--- src/rtl/xbar_cfg_pkg.sv ---
// Shared constants and state type for the crossbar configuration loader.
package xbar_cfg_pkg;

  localparam int unsigned NUM_IN    = 20;
  localparam int unsigned NUM_OUT   = 25;
  localparam int unsigned SEL_W     = 5;
  localparam int unsigned CFG_W     = NUM_OUT * SEL_W;
  localparam int unsigned WORD_W    = 32;
  localparam int unsigned NUM_WORDS = (CFG_W + WORD_W - 1) / WORD_W;

  // Word counter width and the number of meaningful bits in the final word.
  localparam int unsigned CNT_W     = (NUM_WORDS > 1) ? $clog2(NUM_WORDS) : 1;
  localparam int unsigned LAST_W    = CFG_W - (NUM_WORDS - 1) * WORD_W;

  typedef enum logic [1:0] {
    StIdle,
    StLoad,
    StCheck,
    StArmed
  } state_e;

endpackage

--- src/rtl/xbar_cfg_loader.sv ---
// Streams a packed mux-select frame into a shadow register, range-checks each
// field, and commits the shadow to the crossbar select bus on an apply strobe.
module xbar_cfg_loader
  import xbar_cfg_pkg::*;
(
  input  logic              clk,
  input  logic              reset,
  input  logic [WORD_W-1:0] io_cfg_word,
  input  logic              io_cfg_valid,
  output logic              io_cfg_ready,
  input  logic              io_apply,
  input  logic              io_abort,
  output logic [CFG_W-1:0]  io_mux_configs,
  output logic              io_busy,
  output logic              io_armed,
  output logic              io_done,
  output logic              io_err,
  output logic [SEL_W-1:0]  io_err_index
);

  state_e             state_q, state_d;
  logic [CFG_W-1:0]   shadow_q, shadow_d;
  logic [CFG_W-1:0]   mux_q, mux_d;
  logic [CNT_W-1:0]   count_q, count_d;
  logic [SEL_W-1:0]   chk_idx_q, chk_idx_d;
  logic [SEL_W-1:0]   err_idx_q, err_idx_d;
  logic               err_q, err_d;
  logic               done_q, done_d;

  logic               xfer;
  logic               word_last;
  logic [SEL_W-1:0]   field;
  logic               field_bad;
  logic               field_last;
  logic               abort_act;
  logic               commit;

  assign xfer       = io_cfg_valid & io_cfg_ready;
  assign word_last  = (count_q == CNT_W'(NUM_WORDS - 1));
  // Single comparator on a shadow-indexed mux; one field per CHECK cycle.
  assign field      = shadow_q[chk_idx_q*SEL_W +: SEL_W];
  assign field_bad  = (field >= SEL_W'(NUM_IN));
  assign field_last = (chk_idx_q == SEL_W'(NUM_OUT - 1));
  assign abort_act  = io_abort & (state_q != StIdle);
  assign commit     = (state_q == StArmed) & io_apply & ~io_abort;

  // State register.
  always_ff @(posedge clk or negedge reset) begin
    if (!reset) begin
      state_q <= StIdle;
    end else begin
      state_q <= state_d;
    end
  end

  // Next-state logic; abort outranks every other event outside IDLE.
  always_comb begin
    state_d = state_q;
    unique case (state_q)
      StIdle:  if (xfer) state_d = StLoad;
      StLoad: begin
        if (io_abort)               state_d = StIdle;
        else if (xfer && word_last) state_d = StCheck;
      end
      StCheck: begin
        if (io_abort || field_bad) state_d = StIdle;
        else if (field_last)       state_d = StArmed;
      end
      StArmed: if (io_abort || io_apply) state_d = StIdle;
      default: state_d = StIdle;
    endcase
  end

  // FSM-derived outputs.
  always_comb begin
    io_cfg_ready = ((state_q == StIdle) || (state_q == StLoad)) && !io_abort;
    io_busy      = (state_q != StIdle);
    io_armed     = (state_q == StArmed);
  end

  // Datapath next-state: shadow fill, word/field counters, error capture, commit.
  always_comb begin
    shadow_d  = shadow_q;
    mux_d     = mux_q;
    count_d   = count_q;
    chk_idx_d = chk_idx_q;
    err_d     = err_q;
    err_idx_d = err_idx_q;
    done_d    = commit;

    if (xfer) begin
      for (int unsigned k = 0; k < NUM_WORDS - 1; k++) begin
        if (count_q == CNT_W'(k)) shadow_d[k*WORD_W +: WORD_W] = io_cfg_word;
      end
      // Bits of the final word beyond the select vector are dropped.
      if (word_last) shadow_d[CFG_W-1 -: LAST_W] = io_cfg_word[LAST_W-1:0];
      count_d   = word_last ? '0 : count_q + 1'b1;
      chk_idx_d = '0;
      if (state_q == StIdle) begin
        err_d     = 1'b0;
        err_idx_d = '0;
      end
    end

    // Count is kept at zero whenever the FSM is in IDLE.
    if (abort_act) count_d = '0;

    if ((state_q == StCheck) && !io_abort) begin
      if (field_bad) begin
        err_d     = 1'b1;
        err_idx_d = chk_idx_q;
      end else begin
        chk_idx_d = chk_idx_q + 1'b1;
      end
    end

    if (commit) mux_d = shadow_q;
  end

  // Datapath registers.
  always_ff @(posedge clk or negedge reset) begin
    if (!reset) begin
      shadow_q  <= '0;
      mux_q     <= '0;
      count_q   <= '0;
      chk_idx_q <= '0;
      err_q     <= 1'b0;
      err_idx_q <= '0;
      done_q    <= 1'b0;
    end else begin
      shadow_q  <= shadow_d;
      mux_q     <= mux_d;
      count_q   <= count_d;
      chk_idx_q <= chk_idx_d;
      err_q     <= err_d;
      err_idx_q <= err_idx_d;
      done_q    <= done_d;
    end
  end

  assign io_mux_configs = mux_q;
  assign io_done        = done_q;
  assign io_err         = err_q;
  assign io_err_index   = err_idx_q;

endmodule

--- config.mk ---
export PLATFORM = sky130hd
export DESIGN_NAME = xbar_cfg_loader
export DESIGN_NICKNAME = d
export VERILOG_FILES = /design/src/rtl/xbar_cfg_pkg.sv /design/src/rtl/xbar_cfg_loader.sv
export SDC_FILE = /design/constraint.sdc
export NUM_CORES = 1
export LEC_CHECK = 0
export CAP_MARGIN = 20
export CORE_ASPECT_RATIO = 0.75
export CORE_MARGIN = 2
export CORE_UTILIZATION = 49
export CTS_CLUSTER_DIAMETER = 50
export CTS_CLUSTER_SIZE = 30
export DETAILED_ROUTE_END_ITERATION = 6
export GPL_TIMING_DRIVEN = 0
export PLACE_DENSITY = 0.78
export SETUP_SLACK_MARGIN = 0.2
export SLEW_MARGIN = 5
export SYNTH_ARGS = -nofsm -noshare
export SYNTH_HDL_FRONTEND = slang
export SYNTH_SLANG_ARGS = --single-unit
--- constraint.sdc ---
create_clock -name clk -period 4 [get_ports clk]
set_input_delay 0.8 -clock clk [delete_from_list [all_inputs] [get_ports clk]]
set_output_delay 0.8 -clock clk [all_outputs]
set_load 0.05 [all_outputs]
==> results of run 1 <==
logic make-up after synthesis:
family / after synthesis / synth area share
simple gates: 448 / 0.174
flops: 266 / 0.616
mux: 141 / 0.151
buf+inv: 59 / 0.0258
compound gates: 37 / 0.0266
fa+ha+maj: 6 / 0.00694
cell type report:
| cell class | instances | share of cell area |
|---|---|---|
| flip-flops and latches | 266 | 0.487 |
| multi-input cells | 632 | 0.284 |
| repair buffers | 173 | 0.130 |
| clock buffers | 24 | 0.0408 |
| well taps | 294 | 0.0269 |
| plain buffers | 49 | 0.0173 |
| clock inverters | 13 | 0.0108 |
| inverters | 10 | 0.00312 |
flip-flops by register name (all words and copies together) (netlist names):
signal and count:
chk_idx_q 5, shadow_q 125, count_q 2, io_err_index 5, state_q 2, io_mux_configs 125, io_done 1, io_err 1
per-layer routing:
metal / vias to the layer above / wire length, um / track usage
met4: 0 / 496 / 0.0478
met3: 37 / 2120 / 0.0557
met5: - / 0 / 0
met2: 270 / 12900 / 0.377
met1: 4016 / 13100 / 0.366
li1: 3530 / - / -
power by group through the flow:
stage | clock network (W) | registers, W | logic, W
after detailed placement | 0 | 0.00387 | 0.00137
after floorplan | 0 | 0.00386 | 0.000826
after global placement | 0 | 0.00385 | 0.00132
final | 0.00212 | 0.00384 | 0.00137
after CTS | 0.00215 | 0.00382 | 0.00138
after global routing | 0.00226 | 0.00392 | 0.00148
worst min-delay path by stage:
| stage | from | end | slack (ns) | depth (start not counted) |
|---|---|---|---|---|
| after floorplan | shadow_q[16] | io_mux_configs[16] | 0.43 | 2 |
| after global placement | shadow_q[45] | io_mux_configs[45] | 0.45 | 2 |
| after detailed placement | shadow_q[56] | io_mux_configs[56] | 0.45 | 2 |
| after CTS | reset | io_err_index[0] | 0.14 | 1 |
| after global routing | reset | io_err_index[2] | 0.15 | 1 |
| final | reset | io_err_index[2] | 0.15 | 1 |
placed cells by master, fill, tap and decap left out, types with 3 or more instances in the layout:
master and count:
a21oi_1 8, and2_1 4, buf_1 3, buf_2 14, clkbuf_1 29, clkbuf_16 21
clkdlybuf4s50_1 170, clkinv_8 3, dfrtp_1 266, ha_1 6, inv_1 6, inv_2 3
inv_6 5, mux2_1 5, mux2_2 121, mux2i_1 11, mux4_1 3, nand2_1 383
nand3b_1 4, nand4_1 5, nor2_1 15, nor3_1 10, nor3b_1 3, o211ai_1 4
o21ai_0 8
per-stage QoR:
stage	total power (W)	utilization	area, um2	setup TNS, ns
floorplan	0.00468	-	10800	0
global placement	0.00517	0.589	12900	-2406.94
detailed placement	0.00524	0.592	13000	0
CTS	0.00736	0.624	13700	0
global route	0.00765	0.624	13700	0
finish	0.00733	0.624	13700	0
cell usage after synthesis (4+ instances only):
cell | number | area (um2)
a21oi_1 | 8 | 40.0
nor3_1 | 10 | 50.1
buf_2 | 14 | 70.1
and2_1 | 4 | 25.0
clkbuf_1 | 28 | 105
mux2i_1 | 11 | 110
inv_1 | 6 | 22.5
ha_1 | 6 | 75.1
nand4_1 | 5 | 31.3
o211ai_1 | 4 | 30.0
dfrtp_1 | 266 | 6660
nor2_1 | 15 | 56.3
o21ai_0 | 8 | 40.0
nand3b_1 | 4 | 30.0
mux2_1 | 5 | 56.3
nand2_1 | 383 | 1440
mux2_2 | 121 | 1360
worst max-delay path, delay by kind of cell:
| kind | cells | cell delay [ns] |
|---|---|---|
| buf+inv | 3 | 1.43 |
| simple gates | 1 | 0.11 |
==> metrics.cfg, run 1 <==
[placed_design]
dpl.hpwl_um=20300
port_buffers=171
place_ws_ns=0.431
place_congestion=0.873
dp_cells=1424

[yosys]
ys_seq_elements=266
synthArstFlopShare=1.00
synth_nets=1000
synthesis.area_mm2=0.0108
seq_area_frac_synth=0.616
yosysWarnings=0
syn_area_per_cell_um2=11.3
synth-edff-count=0
postSynthCellCount=957
ys.flop_type=dfrtp_1
ys_types=60

[timing]
setup_slack_ns=0.849
finClkSkew_ns=0.0150
hold_violations=0
holdWs_ns=0.145
tightest_slew_ns=0.657
finalCritPeriodShare=0.788
setup_violations=0
rsz0062_at_grt=no
fin_crit_ns=3.15
relSlewSlack=0.562
fmax_mhz=317
slew_viol_final=0

[clock_tree]
numClockSinks=266
clock_latency_ns=0.51
htreeDepth=1
cts_resized=0
cts_tree=yes
holdBufCountCts=0
cts_setup_buffers=0
clk_pin_slew_ns=0.08
cts_buffers=21
cts_root_buf=clkbuf_16
clk_path_buf_depth=3

[drt]
ant_nets=0
wl_per_cell_um=19.5
initialDrtViolationCount=696
via_per_inst=5.38
wl_um=28500
first_pass_iters=5
remaining_drc_errors=0
dr_total_vias=7853

[pwr]
p_seq_frac=0.524
switching_share=0.301
clockPowerShare=0.289
ir_worst_vdd_mv=0.330
p_int_w=0.00512
power_density_mw_per_mm2=536
switching_power_w=0.00220
p_comb_frac=0.187
power_leakage_nw=6.50

[critical_path]
r2r_end=io_mux_configs[104]
r2r_cells=7
cp-endpoint=io_cfg_ready
startpoint=io_abort
crit_fanout=10
crit_path_max_incr_delay_ns=0.80
worstReg2RegStart=state_q[0]
crit_path_end_kind=output pin
cpMostUsedCell=clkdlybuf4s50_1
crit_chain=clkdlybuf4s50_1, buf_2, nor2_1, clkdlybuf4s50_1
critPathLaunchType=input pin
rrSetupSlack_ns=1.26
setup.worst_path.class=in2out
cp_slowest_cell=clkdlybuf4s50_1
crit_arrival_ns=2.35
required_ns=3.20

[die]
die-area_mm2=0.0233
floorplan.rows=47
dieWidth_um=176
die_y_um=133
core_area_mm2=0.0219
ios=172
start_util=0.494

[cells_and_area]
instances_no_fill=1461
syn_to_final_growth_pct=26.3
num-nets-final=1196
antennaDiodeCount=0
multi_input_area_mm2=0.00388
drive_above_1_share=0.174
ff_latch_area_mm2=0.00666
fillCellCount=1762

[global_route]
grt_usage=0.246
overflow=0
grt_pass1_vias=7771
grt_max_degree=119
grt_antenna_before_repair=0
grt_pass1_wl_um=44100

[worst_hold_path]
hp-class=in2async

[outcome]
status=completed

[job]
drv_cap=0

Note: power is estimated with default switching activity, not from simulation.
==> run 2, diff against run 1 <==
clock period = 3.1 ns   (was 4 ns; I/O delays follow)
==> run 2 against run 1 <==
  * Via count down 0.14%
  * First-iteration DRC count rose by 2.9%
  * Sequential power grew 29%
  * Power up 29%
  * Clock-buffer cell count unchanged
  * Non-clock buffer count is 1 higher
  * Register-to-register slack lost 0.63 ns
  * Flip-flop and latch count is the same
  * Worst hold slack gained 0.32 ns
  * Sequential share of layout area hardly changed
  * Setup slack worse by 0.54 ns
  * Largest power group unchanged
==> metrics.cfg, run 2 (synthesized netlist as in run 1, its figures left out) <==
[global_route]
grt_usage=0.246  ; unchanged
grt_antenna_before_repair=0  ; unchanged
grt_max_degree=119  ; unchanged
grt_pass1_wl_um=44100  ; unchanged
grt_pass1_vias=7771  ; unchanged
overflow=0  ; unchanged

[critical_path]
crit_arrival_ns=2.17  ; was 2.35 ns
required_ns=2.48  ; was 3.20 ns
crit_fanout=10  ; unchanged
crit_path_end_kind=output pin  ; unchanged
setup.worst_path.class=in2out  ; unchanged
critPathLaunchType=input pin  ; unchanged

[timing]
setup_slack_ns=0.308  ; was 0.849 ns
finClkSkew_ns=0.0154  ; was 0.0150 ns
fin_crit_ns=2.79
hold_violations=0  ; unchanged
setup_violations=0  ; unchanged
holdWs_ns=0.468  ; was 0.145 ns
slew_viol_final=0  ; unchanged
fmax_mhz=358
tightest_slew_ns=0.655  ; was 0.657 ns
rsz0062_at_grt=no  ; unchanged
finalCritPeriodShare=0.901
relSlewSlack=0.563  ; was 0.562

[clock_tree]
clk_pin_slew_ns=0.07  ; was 0.08 ns
numClockSinks=266  ; unchanged
cts_root_buf=clkbuf_16  ; unchanged
clock_latency_ns=0.51  ; about the same
cts_buffers=21  ; unchanged
cts_tree=yes  ; unchanged
htreeDepth=1  ; unchanged
clk_path_buf_depth=3  ; unchanged

[drt]
met2_length_um=12900  ; about the same
wl_um=28600  ; was 28,500 um
wl_per_cell_um=19.6  ; was 19.5 um
remaining_drc_errors=0  ; unchanged
m1WireLength_um=13200  ; was 13,100 um
dr_total_vias=7842  ; was 7,853
via_per_inst=5.36  ; was 5.38
wl_met3_um=2010  ; was 2120 um
ant_nets=0  ; unchanged
dr.max_layer_used=met4  ; unchanged
first_pass_iters=4  ; was 5
initialDrtViolationCount=716  ; was 696

[cells_and_area]
final_common_cell=nand2_1  ; unchanged
final_cell_mix=nand2_1, dfrtp_1, clkdlybuf4s50_1  ; unchanged
syn_to_final_growth_pct=26.4  ; was 26.3%
antennaDiodeCount=0  ; unchanged
drive_above_1_share=0.176  ; was 0.174
num-nets-final=1197  ; was 1,196

[worst_hold_path]
hp-class=reg2reg  ; was in2async

[placed_design]
dpl.hpwl_um=20300  ; unchanged
place_congestion=0.873  ; unchanged
place_ws_ns=-0.289  ; was 0.431 ns
port_buffers=171  ; unchanged

[outcome]
status=completed  ; unchanged

[die]
core_area_mm2=0.0219  ; unchanged
die-area_mm2=0.0233  ; unchanged
ios=172  ; unchanged
floorplan.rows=47  ; unchanged
dieWidth_um=176  ; unchanged
die_y_um=133  ; unchanged
start_util=0.494  ; unchanged

[pwr]
power_leakage_nw=6.51  ; was 6.50 nW
ir_worst_vdd_mv=0.426  ; was 0.330 mV
power_density_mw_per_mm2=692  ; was 536 mW/mm2

[job]
drv_cap=0  ; unchanged

[run 2: area by class of cell]
class,count,area [um2]
inverters,10,42.5
well taps,294,368
plain buffers,49,239
clock buffers,24,557
multi-input cells,632,3880
flip-flops and latches,266,6660
repair buffers,174,1780
clock inverters,13,148
fillers,1760,8210
[run 2: path summary, 6_finish.rpt]
kind                                    from                   to  slack, ns  depth (start not counted)
worst min-delay path            shadow_q[90]   io_mux_configs[90]       0.47                          2
min in group asynchronous              reset      io_err_index[2]       0.56                          2
worst min register to register  shadow_q[90]   io_mux_configs[90]       0.47                          2
worst max-delay path                io_abort         io_cfg_ready       0.31                          4
max in group asynchronous              reset  io_mux_configs[110]       1.67                          3
worst max register to register  chk_idx_q[0]         chk_idx_q[1]       0.63                          8
[run 2: routing by layer]
layer | global-route usage | up-vias
li1 | - | 3532
met1 | 0.366 | 4015
met2 | 0.377 | 256
met3 | 0.0555 | 39
met4 | 0.0478 | 0
met5 | 0 | -
[run 2: metrics by stage]
| step | total power (W) | instances | utilization | instance area [um2] | TNS, ns |
|---|---|---|---|---|---|
| finish | 0.00946 | 1462 | 0.625 | 13700 | 0 |
| CTS | 0.00949 | 1462 | 0.625 | 13700 | 0 |
| global route | 0.00987 | 1462 | 0.625 | 13700 | 0 |
| detailed placement | 0.00677 | 1424 | 0.592 | 13000 | -6.01 |
| floorplan | 0.00604 | 957 | - | 10800 | 0 |
| global placement | 0.00667 | 1422 | 0.589 | 12900 | -2603.59 |
[run 2: critical path, stage by stage]
cell and delay, ns:
clkdlybuf4s50_1 0.43, buf_2 0.20, nor2_1 0.11, clkdlybuf4s50_1 0.80
[run 2: repair_timing]
item                       4_1_cts  5_1_grt
setup buffers                    0        0
hold buffers                     1        0
setup endpoints to repair        0       20
hold endpoints to repair        30        0
gates resized for setup          0        4
[run 2: power breakdown]
group	leakage, nW	total, W	switching (W)	internal, W
clock network	0.338	0.00274	0.00137	0.00137
registers	3.49	0.00495	0.000633	0.00432
logic	2.69	0.00177	0.000848	0.000926
total	6.51	0.00946	0.00285	0.00661
==> run 3, diff against run 2 <==
ABC_CLOCK_PERIOD_IN_PS = 3100   (was not set)
CAP_MARGIN = not set   (was 20)
==> results of run 3 <==
Final layout, timing and power as in run 2 (identical DEF).
